`src/rtl/vga_timing_gen.sv`:
```
// vga_timing_gen: parametrised VGA timing generator.
// Free-running pixel/line counters with sync windows and an active window.
// {active, hsync, vsync} pass through a DELAY-deep pipeline so they line up with
// colour from a renderer of matching latency, then land in an output register.
// Everything advances only on pix_en cycles.
// Optional build macro VGA_TIMING_FRAME_CTR_EN adds frame_count and vblank_irq.
module vga_timing_gen #(
    parameter int unsigned H_ACTIVE  = 100,
    parameter int unsigned H_FP      = 7,
    parameter int unsigned H_SYNC    = 15,
    parameter int unsigned H_BP      = 8,
    parameter int unsigned V_ACTIVE  = 600,
    parameter int unsigned V_FP      = 37,
    parameter int unsigned V_SYNC    = 6,
    parameter int unsigned V_BP      = 23,
    parameter bit          HSYNC_POL = 1'b0,
    parameter bit          VSYNC_POL = 1'b0,
    parameter int unsigned CW        = 1,
    parameter int unsigned DELAY     = 1,
    parameter int unsigned HW        = 8,
    parameter int unsigned VW        = 10
) (
    input  logic            clk,
    input  logic            reset,
    input  logic            pix_en,
    output logic [HW-1:0]   hcount,
    output logic [VW-1:0]   vcount,
    output logic            active,
    output logic            line_start,
    output logic            frame_start,
    input  logic [3*CW-1:0] rgb_in,
    output logic            hsync,
    output logic            vsync,
`ifdef VGA_TIMING_FRAME_CTR_EN
    output logic [15:0]     frame_count,
    output logic            vblank_irq,
`endif
    output logic [3*CW-1:0] rgb_out
);

    localparam int unsigned H_TOTAL  = H_ACTIVE + H_FP + H_SYNC + H_BP;
    localparam int unsigned V_TOTAL  = V_ACTIVE + V_FP + V_SYNC + V_BP;
    localparam int unsigned HS_START = H_ACTIVE + H_FP;
    localparam int unsigned HS_END   = HS_START + H_SYNC;
    localparam int unsigned VS_START = V_ACTIVE + V_FP;
    localparam int unsigned VS_END   = VS_START + V_SYNC;

    // Reject impossible configurations at elaboration time.
    if (H_ACTIVE == 0 || H_FP == 0 || H_SYNC == 0 || H_BP == 0 ||
        V_ACTIVE == 0 || V_FP == 0 || V_SYNC == 0 || V_BP == 0) begin : g_bad_zero
        $error("vga_timing_gen: every timing parameter must be non-zero");
    end
    if (longint'(H_TOTAL) > (longint'(1) << HW)) begin : g_bad_hw
        $error("vga_timing_gen: HW too narrow for H_TOTAL");
    end
    if (longint'(V_TOTAL) > (longint'(1) << VW)) begin : g_bad_vw
        $error("vga_timing_gen: VW too narrow for V_TOTAL");
    end
    if (DELAY > 7) begin : g_bad_delay
        $error("vga_timing_gen: DELAY must be 0..7");
    end

    logic [HW-1:0]   hcount_q, hcount_d;
    logic [VW-1:0]   vcount_q, vcount_d;
    logic [31:0]     hc32, vc32;
    logic            active_raw, hsync_raw, vsync_raw;
    logic [2:0]      raw_vec;      // {active, hsync, vsync}, syncs as active-high flags
    logic [2:0]      dly_vec;
    logic            hsync_q, hsync_d;
    logic            vsync_q, vsync_d;
    logic [3*CW-1:0] rgb_q, rgb_d;

    assign hc32 = 32'(hcount_q);
    assign vc32 = 32'(vcount_q);

    // Next pixel position: wrap the column at end of line, the line at end of frame.
    always_comb begin
        hcount_d = hcount_q;
        vcount_d = vcount_q;
        if (pix_en) begin
            if (hc32 == H_TOTAL - 1) begin
                hcount_d = '0;
                if (vc32 == V_TOTAL - 1) begin
                    vcount_d = '0;
                end else begin
                    vcount_d = vcount_q + VW'(1);
                end
            end else begin
                hcount_d = hcount_q + HW'(1);
            end
        end
    end

    // Counter registers.
    always_ff @(posedge clk) begin
        if (reset) begin
            hcount_q <= '0;
            vcount_q <= '0;
        end else begin
            hcount_q <= hcount_d;
            vcount_q <= vcount_d;
        end
    end

    assign active_raw = (hc32 < H_ACTIVE) && (vc32 < V_ACTIVE);
    assign hsync_raw  = (hc32 >= HS_START) && (hc32 < HS_END);
    assign vsync_raw  = (vc32 >= VS_START) && (vc32 < VS_END);
    assign raw_vec    = {active_raw, hsync_raw, vsync_raw};

    if (DELAY == 0) begin : g_nodly
        assign dly_vec = raw_vec;
    end else begin : g_dly
        logic [2:0] pipe_q [DELAY];

        // Alignment shift register; cleared to blank with syncs inactive.
        always_ff @(posedge clk) begin
            if (reset) begin
                for (int i = 0; i < int'(DELAY); i++) begin
                    pipe_q[i] <= '0;
                end
            end else if (pix_en) begin
                pipe_q[0] <= raw_vec;
                for (int i = 1; i < int'(DELAY); i++) begin
                    pipe_q[i] <= pipe_q[i-1];
                end
            end
        end

        assign dly_vec = pipe_q[DELAY-1];
    end

    // Pin values: map sync flags to their polarity, blank colour outside the window.
    always_comb begin
        hsync_d = dly_vec[1] ? HSYNC_POL : ~HSYNC_POL;
        vsync_d = dly_vec[0] ? VSYNC_POL : ~VSYNC_POL;
        rgb_d   = dly_vec[2] ? rgb_in : '0;
    end

    // Output register, held while pix_en is low.
    always_ff @(posedge clk) begin
        if (reset) begin
            hsync_q <= ~HSYNC_POL;
            vsync_q <= ~VSYNC_POL;
            rgb_q   <= '0;
        end else if (pix_en) begin
            hsync_q <= hsync_d;
            vsync_q <= vsync_d;
            rgb_q   <= rgb_d;
        end
    end

    assign hcount      = hcount_q;
    assign vcount      = vcount_q;
    assign active      = active_raw;
    assign line_start  = pix_en && (hcount_q == '0);
    assign frame_start = line_start && (vcount_q == '0);
    assign hsync       = hsync_q;
    assign vsync       = vsync_q;
    assign rgb_out     = rgb_q;

`ifdef VGA_TIMING_FRAME_CTR_EN
    logic [15:0] frame_count_q, frame_count_d;

    // Frame counter advances on every frame_start and wraps naturally at 16 bits.
    always_comb begin
        frame_count_d = frame_count_q;
        if (frame_start) begin
            frame_count_d = frame_count_q + 16'd1;
        end
    end

    // Frame counter register.
    always_ff @(posedge clk) begin
        if (reset) begin
            frame_count_q <= '0;
        end else begin
            frame_count_q <= frame_count_d;
        end
    end

    assign frame_count = frame_count_q;
    assign vblank_irq  = pix_en && (hcount_q == '0) && (vc32 == V_ACTIVE);
`endif

endmodule
```
`config.mk`:
```
export PLATFORM = sky130hd
export DESIGN_NAME = vga_timing_gen
export DESIGN_NICKNAME = d
export VERILOG_FILES = /design/src/rtl/vga_timing_gen.sv
export SDC_FILE = /design/constraint.sdc
export NUM_CORES = 1
export LEC_CHECK = 0
export CELL_PAD_IN_SITES_DETAIL_PLACEMENT = 1
export CELL_PAD_IN_SITES_GLOBAL_PLACEMENT = 1
export CORE_MARGIN = 3
export CORE_UTILIZATION = 39
export DETAILED_ROUTE_END_ITERATION = 16
export PLACE_DENSITY = 0.94
export RECOVER_POWER = 25
export SKIP_CTS_REPAIR_TIMING = 1
export SLEW_MARGIN = 20
export SYNTH_ARGS = -nofsm -noshare
export SYNTH_HDL_FRONTEND = slang
export SYNTH_SLANG_ARGS = --single-unit
```
`constraint.sdc`:
```
create_clock -name clk -period 3.1 [get_ports clk]
set_input_delay 0.62 -clock clk [delete_from_list [all_inputs] [get_ports clk]]
set_output_delay 0.62 -clock clk [all_outputs]
set_load 0.1 [all_outputs]
```
==> results by group <==
Setup path
  – Critical Path RT: 2480 ps
  – Crit-path max cell delay: 550 ps
  – Crit end category: output pin
  – Startpoint types: primary input
  – Critical path origin: pix_en
  – Crit path kind: primary input to output pin
  – Worst path slowest cell: dlygate4sd3_1
  – Worst Path Arrival: 2050 ps
  – Crit path cell chain: dlygate4sd3_1 -> nor4b_4 -> and4b_4 -> and3_4 -> buf_12
  – Number of cells on the critical path: 5
  – CP Max Fanout: 2
  – R2r startpoint: vcount[2]$_SDFFE_PP0P_
  – Top cell family by delay on the critical path: buffers and inverters
  – Worst reg2reg path depth: 4
  – Buffer and inverter count on the worst path: 2

Power
  – Switching power share of the total: 30.10%
  – Total power: 0.6131 mW
  – Switch Pwr: 0.1845 mW
  – Pwr dens: 359.2 mW/mm^2
  – Int Pwr: 0.4285 mW
  – Leak: 0.6638 nW
  – Clock power share: 25.7%
  – VDD IR max: 141.4 uV
  – Comb pwr share: 16.9%
  – Seq pwr share: 57.4%

Placed design
  – Pre-CTS WS: 493.1 ps
  – I/O Buffers: 31
  – Routability cong.: 0.8699
  – Dpl cell area: 0.001699 sq mm
  – Detailed Place HPWL: 2.742 mm

Floorplanning
  – Initial core utilization: 42.66%
  – Die Span Y: 65.19 um
  – Die area: 0.004250 sq mm
  – IO Pins: 32
  – Number of cell rows: 20
  – Core box area: 0.003203 sq mm
  – Die Wd: 65.19 um

CTS
  – Clk sink count: 26
  – CTS tree: built
  – TritonCTS Buffers: 3
  – Clock buffer depth: 2
  – Htree depth: 1
  – Clock latency at the later pin of the worst-skew pair: 330 ps
  – Clk slew on worst S/H paths: 150 ps
  – Clk root buf: clkbuf_4

Drt
  – First drt pass iteration count: 4
  – Vias per std cell: 5.444
  – DR vias: 1,263
  – Number of DRC markers in iteration 0: 52
  – Avg WL per Cell: 16.05 um
  – Drc violations: 0
  – Routed WL: 3.724 mm
  – Routed Antenna Nets: 0

Synthesis
  – Syn. warnings: 0
  – #FFs+latches synth: 26
  – Post-synth EDFFs: 3
  – Yosys cell types: 37
  – Post-Syn Area: 0.001366 sq mm
  – Yosys top cell area share: 33.70%
  – Seq/Total Area, Yosys: 40.29%
  – Yosys top cell by area: dfxtp_1
  – Synth Net Count: 171
  – Ys async rst share: 0%
  – Post-synthesis average cell area: 8.648 sq um
  – Post-synthesis cell count: 158
  – Top area cells in the synthesized netlist: dfxtp_1, edfxtp_1, ha_1, nand2_1, xor2_1
  – Most common flop cell mapped by yosys: dfxtp_1

GRT
  – Pin count of the biggest net entering global routing: 21
  – Vias in the first global route: 1,322
  – Total GRT Usage: 19.21%
  – Grt ovf: 0
  – Initial antenna violation count: 0
  – First-pass GRT wire length: 6.458 mm

STA
  – Layout Skew: 13.01 ps
  – Fin crit share: 85.97%
  – Max Clock Freq: 0.3752 GHz
  – Tmin final: 2665 ps
  – Worst setup margin: 434.8 ps
  – Final Hold Viols: 0
  – Setup TNS: 0 ps
  – Worst-Margin Slew: 1176 ps
  – Fin Hold WS: 487.3 ps
  – Slew headroom: 21.96%
  – Count of final max-slew check failures: 0
  – Setup violations, final: 0
  – Unrepaired setup endpoints after global routing: false

Layout
  – Post-route cell area: 0.001707 sq mm
  – Ant diodes: 0
  – Layout cells sized above 1: 18.62%
  – Area Growth Syn to Fin: 24.91%
  – Fill cells: 407
  – Most frequent cells in the layout: dfxtp_1, buf_4, nand2_1
  – Final layout net count: 202
  – Commonest non-fill, non-tap cell in the layout: dfxtp_1

Min path
  – Worst hold path class: register to register
  – Worst Hold Launch: rgb_out[1]$_SDFFE_PP0P_
  – Hold path cells: 2

Flow run
  – Max-Cap Viols: 0

Status
  – Status: completed
[through the flow]
step | utilization, % | std cells
2_1_floorplan | - | 158
4_1_cts | 53.87 | 232
6_report | 53.28 | 232
3_3_place_gp | 53.05 | 228
3_5_place_dp | 53.05 | 228
5_1_grt | 53.28 | 232
[power groups by stage]
stage,registers (mW),clock network [mW],logic (mW)
final,0.352,0.158,0.104
after detailed placement,0.359,0,0.105
after global routing,0.353,0.174,0.109
after CTS,0.352,0.161,0.106
after global placement,0.359,0,0.104
after floorplan,0.386,0,0.0453
[flip-flops by register name, summed over array words and instances (netlist names)]
signal / cells
g_dly.pipe_q: 3
hsync: 1
hcount: 8
vsync: 1
rgb_out: 3
vcount: 10
[path summary, 6_finish.rpt]
| path | end | slack [ps] |
|---|---|---|
| min reg2reg | rgb_out[1]$_SDFFE_PP0P_ | 490 |
| min | rgb_out[1]$_SDFFE_PP0P_ | 490 |
| max | frame_start | 430 |
| max reg2reg | g_dly.pipe_q[0][0]$_SDFFCE_PN0P_ | 1160 |
[cells by family after synthesis]
logic type      synth area share, %
fa+ha+maj                     6.410
xor+xnor                      7.051
simple gates                  31.41
buf+inv                       4.029
compound gates                10.81
flops                         40.29
[area by class of cell]
class                      count  area [sq um]  share of cell area, %
multi-input combinational    119         782.0                  45.82
sequential                    26         550.5                  32.26
timing repair buffer          34         274.0                  16.06
tap                           44         55.05                  3.226
clock buffer                   4         26.28                  1.540
inverter                       5         18.77                  1.100
[synthesized netlist by cell type (2+ instances only)]
cell type  number
nand2b_1        8
nand4_1         7
edfxtp_1        3
xnor2_1         4
xor2_1          7
clkbuf_1        4
ha_1            7
o21ai_0         7
inv_1           5
and3_1          4
nand2_1        17
or3_1           4
nand3_1         8
buf_2           2
nor2_1         15
a21oi_1        11
nor3_1          3
dfxtp_1        23
[per-layer routing]
layer / track usage, % / part of all wire [%]
met1: 24.95 / 45
met3: 3.248 / 3.7
met5: 0 / 0
met2: 31.10 / 49
met4: 8.549 / 2.8
[worst min-delay path: stages, from the launching register on]
cell and delay (ps):
dfxtp_1 340, nand2b_1 60, a21oi_1 50
Note: power is estimated with default switching activity, not from simulation.
